--- src/rtl/dct_seq_pkg.sv ---
// Shared widths and FSM encoding for the 8-point DCT block sequencer.
package dct_seq_pkg;

    localparam int SAMPLE_W = 8;
    localparam int COEF_W   = 12;
    localparam int BLOCK_N  = 8;
    localparam int IDX_W    = 3;

    typedef enum logic [2:0] {
        IDLE,
        FILL,
        FIRE,
        WAIT,
        DRAIN
    } state_t;

endpackage

--- src/rtl/coef_serializer.sv ---
// Captures one block of DCT coefficients and streams them out, Z0 first,
// over a valid/ready handshake.
module coef_serializer
    import dct_seq_pkg::*;
(
    input  logic                      clk,
    input  logic                      rst,
    input  logic                      load,
    input  logic [BLOCK_N*COEF_W-1:0] z,
    input  logic                      m_ready,
    output logic                      m_valid,
    output logic [COEF_W-1:0]         m_data,
    output logic [IDX_W-1:0]          m_index,
    output logic                      m_last,
    output logic                      done
);

    logic [BLOCK_N*COEF_W-1:0] coef_q;
    logic [IDX_W-1:0]          idx;
    logic                      valid;
    logic                      at_last;

    assign at_last = (idx == IDX_W'(BLOCK_N - 1));

    always_ff @(posedge clk or posedge rst) begin
        if (rst) begin
            coef_q <= '0;
        end else if (load) begin
            coef_q <= z;
        end
    end

    // The index only moves on a handshake, so output data stays put under backpressure.
    always_ff @(posedge clk or posedge rst) begin
        if (rst) begin
            valid <= 1'b0;
            idx   <= '0;
        end else if (load) begin
            valid <= 1'b1;
            idx   <= '0;
        end else if (valid && m_ready) begin
            if (at_last) begin
                valid <= 1'b0;
                idx   <= '0;
            end else begin
                idx <= idx + 1'b1;
            end
        end
    end

    assign m_valid = valid;
    assign m_data  = coef_q[idx*COEF_W +: COEF_W];
    assign m_index = idx;
    assign m_last  = valid && at_last;
    assign done    = valid && m_ready && at_last;

endmodule

--- src/rtl/dct_block_sequencer.sv ---
// Packs eight samples into a block, fires the DCT, waits out its latency and
// hands the captured coefficients to the serializer. One block in flight.
module dct_block_sequencer
    import dct_seq_pkg::*;
#(
    parameter int DCT_LATENCY = 3
) (
    input  logic                        clk,
    input  logic                        rst,
    input  logic                        s_valid,
    output logic                        s_ready,
    input  logic [SAMPLE_W-1:0]         s_data,
    output logic [BLOCK_N*SAMPLE_W-1:0] dct_x,
    output logic                        dct_en,
    output logic                        dct_cs,
    input  logic [BLOCK_N*COEF_W-1:0]   dct_z,
    output logic                        m_valid,
    input  logic                        m_ready,
    output logic [COEF_W-1:0]           m_data,
    output logic [IDX_W-1:0]            m_index,
    output logic                        m_last,
    output logic                        busy
);

    localparam int LAT_W = (DCT_LATENCY > 1) ? $clog2(DCT_LATENCY) : 1;

    state_t           state;
    state_t           state_nx;
    logic [IDX_W-1:0] cnt;
    logic [LAT_W-1:0] lat_cnt;
    logic             accept;
    logic             lat_done;
    logic             drain_done;

    assign accept   = s_valid && s_ready;
    assign lat_done = (state == WAIT) && (lat_cnt == LAT_W'(DCT_LATENCY - 1));

    always_ff @(posedge clk or posedge rst) begin
        if (rst) begin
            state <= IDLE;
        end else begin
            state <= state_nx;
        end
    end

    always_comb begin
        state_nx = state;
        case (state)
            IDLE:  state_nx = FILL;
            FILL:  if (accept && cnt == IDX_W'(BLOCK_N - 1)) state_nx = FIRE;
            FIRE:  state_nx = WAIT;
            WAIT:  if (lat_done) state_nx = DRAIN;
            DRAIN: if (drain_done) state_nx = FILL;
            default: state_nx = IDLE;
        endcase
    end

    // IDLE lasts only the cycle after reset and reports not-busy so reset leaves every output low.
    always_comb begin
        s_ready = 1'b0;
        dct_en  = 1'b0;
        dct_cs  = 1'b0;
        busy    = 1'b1;
        case (state)
            IDLE: busy = 1'b0;
            FILL: begin
                s_ready = 1'b1;
                busy    = (cnt != '0);
            end
            FIRE: begin
                dct_en = 1'b1;
                dct_cs = 1'b1;
            end
            WAIT: dct_cs = 1'b1;
            default: ;
        endcase
    end

    // dct_x is only written on accepts, so it holds the block steady through compute and drain.
    always_ff @(posedge clk or posedge rst) begin
        if (rst) begin
            cnt   <= '0;
            dct_x <= '0;
        end else if (accept) begin
            dct_x[cnt*SAMPLE_W +: SAMPLE_W] <= s_data;
            cnt <= (cnt == IDX_W'(BLOCK_N - 1)) ? '0 : cnt + 1'b1;
        end
    end

    always_ff @(posedge clk or posedge rst) begin
        if (rst) begin
            lat_cnt <= '0;
        end else if (state == WAIT && !lat_done) begin
            lat_cnt <= lat_cnt + 1'b1;
        end else begin
            lat_cnt <= '0;
        end
    end

    coef_serializer u_serializer (
        .clk     (clk),
        .rst     (rst),
        .load    (lat_done),
        .z       (dct_z),
        .m_ready (m_ready),
        .m_valid (m_valid),
        .m_data  (m_data),
        .m_index (m_index),
        .m_last  (m_last),
        .done    (drain_done)
    );

endmodule

--- config.mk ---
export PLATFORM = sky130hd
export DESIGN_NAME = dct_block_sequencer
export DESIGN_NICKNAME = d
export VERILOG_FILES = /design/src/rtl/dct_seq_pkg.sv /design/src/rtl/coef_serializer.sv /design/src/rtl/dct_block_sequencer.sv
export SDC_FILE = /design/constraint.sdc
export NUM_CORES = 1
export LEC_CHECK = 0
export ABC_AREA = 1
export CORE_MARGIN = 2
export CORE_UTILIZATION = 65
export DETAILED_ROUTE_END_ITERATION = 16
export DONT_BUFFER_PORTS = 1
export PLACE_DENSITY = 0.81
export SLEW_MARGIN = 0
export SYNTH_ARGS = -nofsm -noshare
export SYNTH_HDL_FRONTEND = slang
export SYNTH_HIERARCHICAL = 1
export SYNTH_SLANG_ARGS = --single-unit
--- constraint.sdc ---
create_clock -name clk -period 6 [get_ports clk]
set_input_delay 1.2 -clock clk [delete_from_list [all_inputs] [get_ports clk]]
set_output_delay 1.2 -clock clk [all_outputs]
set_load 0.01 [all_outputs]
* Yosys cells after proc, flatten, opt, wreduce, memory -nomap -nowiden
Cells that the tools add are included.
** Operators by class
- Add/subtract/negate cells :: 4
- Multiply operators :: 1
- Multiplexer cells :: 17
- Reductions and logical operators :: 15
- Eq/ne operators :: 10
- Shift-type cells :: 3
** Operators by type and width (count)
- $shiftx 96x8->12 :: 1
- $bwmux 64 :: 1
- $shift 8x34->64 const A :: 1
- $shiftx 8x34->64 :: 1
- $neg 6->34 :: 1
- $mux 3 :: 7
- $pmux 3 s5 :: 1
- $eq 3x3->1 const B :: 3
- $logic_and 1x1->1 :: 7
- $add 3x1->3 const B :: 2
- $eq 3x2->1 const B :: 2
- $mux 1 :: 6
- $ne 2x2->1 const B :: 3
- $mul 3x2->5 const B :: 1
- $reduce_bool 2->1 :: 2
- $eq 3x1->1 const B :: 1
- $logic_not 3->1 :: 1
- $reduce_and 3->1 :: 1
- $reduce_bool 3->1 :: 1
- $add 2x1->2 const B :: 1
- $eq 2x2->1 const B :: 1
- $mux 2 :: 1
- $pmux 1 s2 :: 1
- $reduce_and 2->1 :: 1
- other kinds (2) :: 2
** Word-level totals
- Word-level logic and storage cells :: 57
- Input bits :: 108
- Output and inout port bits :: 85
- Register bits after elaboration :: 172

* Logic depth before layout (Yosys ltp)
- Word-level depth :: 6
- Gate-level depth with buffers :: 10
- Gate-level depth less buffers :: 10

* Hierarchy
Netlist, hierarchy kept.
** By module, submodules not included
- coef_serializer :: cells an instance 655, area each 4889.7 sq um, instances 1
- dct_block_sequencer :: cells an instance 400, area each 3393.3 sq um, instances 1

* Worst setup path before layout
No wires, ideal clock.
- Path kind :: register to output
- From :: reg cnt[0]
- To :: out busy
- Arrival time :: 1.167 ns
- Buffers on the path :: 0
- Stages on the path, launching flop included :: 5
- Path slack :: 3.633 ns
- Cell sequence :: dfrtp_1 inv_2 ha_1 ha_1 o21ai_0
** Between the ends
- Longest elaborated chain between the ends :: 2
** RTL lines
- from (decl) :: line dct_block_sequencer.sv:29 : logic [IDX_W-1:0] cnt;
- from (signal assigned) :: line dct_block_sequencer.sv:86 : cnt <= (cnt == IDX_W'(BLOCK_N - 1)) ? '0 : cnt + 1'b1;
- $reduce_bool 3->1 :: line dct_block_sequencer.sv:68 : busy = (cnt != '0);
- $pmux 1 s2 :: line dct_block_sequencer.sv:64 : case (state)
- to (decl) :: line dct_block_sequencer.sv:22 : output logic busy
Every way passes these cells.

* Worst setup path in the final report
- From :: reg u_serializer.idx[0] (netlist: u_serializer/m_index[0])
- To :: out m_data[8]
** Between the ends
- Longest elaborated chain between the ends :: 2
** RTL lines
- from (decl) :: line coef_serializer.sv:19 : logic [IDX_W-1:0] idx;
- from (signal assigned) :: line coef_serializer.sv:46 : idx <= idx + 1'b1;
- $mul 3x2->5 :: line coef_serializer.sv:52 : assign m_data = coef_q[idx*COEF_W +: COEF_W];
- $shiftx 96x8->12 :: line coef_serializer.sv:52
- to (decl) :: line dct_block_sequencer.sv:19 : output logic [COEF_W-1:0] m_data,
Every way passes these cells.

==> insert_results.sql <==
INSERT INTO impl_metrics (metric_group, metric, value, unit) VALUES
('status', 'run_status', 'finished clean', ''),
('cts', 'insertion_delay', '0.43', 'ns'),
('synthesis', 'synth_simple_gate_area_share', '27.75', '%'),
('final_layout', 'ff_latch_area', '4305', 'um^2'),
('route', 'finalWirelength', '19930', 'um'),
('worst_setup_path', 'worst_path_most_repeated_cell', 'sky130_fd_sc_hd__nand2_1', ''),
('global_routing', 'globalRouteOverflowTotal', '0', ''),
('pwr', 'power_frac_clock', '22.1', '%'),
('pwr', 'power_density', '578.0', 'nW/um^2'),
('global_routing', 'via_count_of_the_first_global_routing_pass', '6146', ''),
('route', 'route.antenna.remaining_nets', '0', ''),
('pwr', 'cellLeakagePower', '4.468', 'nW'),
('timing', 'slew_violations', '0', ''),
('cts', 'clock_root_cell', 'sky130_fd_sc_hd__clkbuf_16', ''),
('worst_setup_path', 'r2r.worst_path.cells', '9', ''),
('worst_setup_path', 'worst-endpoint-arrival', '2.62', 'ns'),
('cts', 'clk_pin_slew_worst_paths', '0.06', 'ns'),
('job', 'maxcap_violations', '0', ''),
('synthesis', 'netlist_area', '8283', 'um^2'),
('worst_setup_path', 'cp-end-kind', 'output port', ''),
('synthesis', 'yosysUniqueCellTypes', '29', ''),
('worst_setup_path', 'setup.worst_path.start_class', 'flip-flop', ''),
('final_layout', 'finalCoreUtilization', '70.26', '%'),
('final_layout', 'multi_input_comb_area', '3107', 'um^2'),
('route', 'post_drt_via_cell_ratio', '5.602', ''),
('synthesis', 'synthesis.area_per_instance', '7.851', 'um^2'),
('final_layout', 'num-fill-cells', '999', ''),
('synthesis', 'ys_warn_count', '6', ''),
('worst_setup_path', 'critical_path_peak_fanout', '52', ''),
('die', 'pin_count', '193', ''),
('timing', 'final-setup-viol-count', '0', ''),
('cts', 'cts_buffers', '17', ''),
('route', 'drtPass1Iterations', '8', ''),
('worst_setup_path', 'critical-path-slowest-cell', 'sky130_fd_sc_hd__dfrtp_2', ''),
('pwr', 'vdd_ir_drop_max', '316.0', 'uV'),
('synthesis', 'synth-seq-area-share', '51.96', '%'),
('worst_setup_path', 'worst_setup_path_end', 'm_data[8]', ''),
('cts', 'cts_tree', 'done', ''),
('place', 'globalplace.congestion', '0.9109', ''),
('timing', 'timing.fmax', '0.2617', 'GHz'),
('pwr', 'share_seq_of_total_power', '41.1', '%'),
('worst_hold_path', 'hold_crit_start', 'lat_cnt[0]', ''),
('worst_setup_path', 'timing_worst_setup_path_type', 'flip-flop to output port', ''),
('worst_setup_path', 'slowest_delay', '0.97', 'ns'),
('worst_setup_path', 'crit_reg_reg_startpoint', 'cnt[0]', ''),
('synthesis', 'synth_fp_nets', '1172', ''),
('final_layout', 'layout.cells.most_common', 'sky130_fd_sc_hd__nand2_1', ''),
('worst_setup_path', 'cp-startpoint', 'u_serializer/m_index[0]', ''),
('cts', 'hold_buffers', '0', ''),
('worst_setup_path', 'r2r_setup_slack', '3.24', 'ns'),
('timing', 'max_slew_margin', '30.97', '%'),
('worst_setup_path', 'crit_chain', 'inv_2, nand2_1, nand3_1, nand2_1, nand2_1, nand2_1', ''),
('pwr', 'total_switching_power', '0.002218', 'W'),
('worst_setup_path', 'worst_ep_required_time', '4.80', 'ns'),
('timing', 'finalSetupTns', '0', 'ns'),
('global_routing', 'grt_first_pass_wirelength', '30540', 'um'),
('final_layout', 'nets', '1143', ''),
('timing', 'tightest_slew', '1.035', 'ns'),
('route', 'route.detailed.wl_per_inst', '16.47', 'um'),
('worst_setup_path', 'r2r_end', 'dct_x[4]', ''),
('synthesis', 'synth-adder-area-share', '1.360', '%'),
('pwr', 'swShare', '43.63', '%'),
('timing', 'post-route-period-util', '63.69', '%'),
('cts', 'resized_cells_post_cts', '0', ''),
('cts', 'clock_path_buffers', '2', ''),
('die', 'number_of_placement_rows', '41', ''),
('timing', 'hold_viol', '0', ''),
('place', 'hpwlAfterDp', '14000', 'um'),
('cts', 'cts_post_setup_buffers_inserted', '0', ''),
('global_routing', 'total_track_usage', '29.51', '%'),
('synthesis', 'combinational_family_with_the_most_area_after_synthesis', 'simple AND/OR/NAND/NOR gates', '');
-- how the worst min path moves through the flow --
| stage | to | slack, ns | cells past startpoint |
|---|---|---|---|
| 2_1_floorplan | lat_cnt[0] | 0.40 | 1 |
| 3_3_place_gp | lat_cnt[0] | 0.42 | 1 |
| 3_5_place_dp | lat_cnt[0] | 0.42 | 1 |
| 4_1_cts | lat_cnt[0] | 0.43 | 1 |
| 5_1_grt | lat_cnt[0] | 0.45 | 1 |
| 6_report | lat_cnt[0] | 0.43 | 1 |
-- flip-flops by register name, summed over array words and instances (netlist names) --
signal / count
u_serializer/coef_q: 96
u_serializer/m_valid: 1
cnt: 3
dct_x: 64
u_serializer/m_index: 3
lat_cnt: 2
state: 3
-- area by class of cell --
type                       instances  area share, %
sequential                       172          48.95
multi-input combinational        690          35.33
inverter                         141          6.075
clock buffer                      19          5.036
tap                              172          2.447
clock inverter                    12          1.821
timing repair buffer               4         0.3414
-- stage by stage --
stage | cells | hold WS, ns | area, um^2 | power, W
floorplan | 1055 | 0.4032 | 8283 | 0.003533
global placement | 1179 | 0.4155 | 8192 | 0.003867
detailed placement | 1179 | 0.4229 | 8192 | 0.003932
CTS | 1210 | 0.4295 | 8795 | 0.005072
global route | 1210 | 0.4543 | 8795 | 0.005456
finish | 1210 | 0.4301 | 8795 | 0.005083
-- kinds of logic (layout without fill, tap and decap cells) --
family                   Yosys count  after routing
AO/OA/AOI/OAI                    137            137
adder cells (fa/ha/maj)            9              9
buffers and inverters            193            176
flip-flops                       172            172
AND/OR/NAND/NOR                  544            544
-- layer usage --
metal / wire length [um] / vias to the layer above / GRT usage [%]
met2: 9733 / 320 / 48.36
met3: 1880 / 51 / 8.754
met1: 7617 / 3182 / 36.20
met5: 0 / - / 0
met4: 696 / 0 / 13.96
li1: - / 3226 / -
-- cell usage after synthesis --
cell	count	area share [%]
sky130_fd_sc_hd__o21ai_1	14	0.85
sky130_fd_sc_hd__inv_1	132	6.0
sky130_fd_sc_hd__buf_2	15	0.91
sky130_fd_sc_hd__buf_6	11	1.5
sky130_fd_sc_hd__or2_2	2	0.15
sky130_fd_sc_hd__buf_4	13	1.2
sky130_fd_sc_hd__a21o_1	1	0.091
sky130_fd_sc_hd__dfrtp_1	172	52
sky130_fd_sc_hd__nand2_2	4	0.30
sky130_fd_sc_hd__nor3_1	5	0.30
sky130_fd_sc_hd__nand2_4	1	0.14
sky130_fd_sc_hd__ha_1	9	1.4
sky130_fd_sc_hd__a31oi_1	1	0.076
sky130_fd_sc_hd__nor2_1	41	1.9
sky130_fd_sc_hd__nand3_2	1	0.12
sky130_fd_sc_hd__nor2_4	3	0.41
sky130_fd_sc_hd__nor2_2	2	0.15
sky130_fd_sc_hd__nand3_4	1	0.21
sky130_fd_sc_hd__o22ai_1	1	0.076
sky130_fd_sc_hd__o21ai_0	120	7.3
sky130_fd_sc_hd__inv_2	7	0.32
sky130_fd_sc_hd__nand2_1	383	17
sky130_fd_sc_hd__clkinv_1	1	0.045
sky130_fd_sc_hd__nand4_1	25	1.9
sky130_fd_sc_hd__buf_1	1	0.045
sky130_fd_sc_hd__clkbuf_1	12	0.54
sky130_fd_sc_hd__inv_4	1	0.076
sky130_fd_sc_hd__nor3_4	2	0.39
sky130_fd_sc_hd__nand3_1	74	4.5
-- worst max-delay path, delay by kind of cell (launching register included) --
family                 cells  cell delay, ns
buffers and inverters      1            0.57
AND/OR/NAND/NOR            5            0.64
flip-flops                 1            0.97
-- power by group through the flow --
stage / Clock [W] / Sequential (W) / Combinational (W)
after CTS: 0.00113 / 0.00209 / 0.00185
after detailed placement: 0 / 0.00210 / 0.00183
after floorplan: 0 / 0.00194 / 0.00159
final: 0.00112 / 0.00209 / 0.00187
after global routing: 0.00119 / 0.00215 / 0.00212
after global placement: 0 / 0.00208 / 0.00178
(Power assumes the default switching activity.)
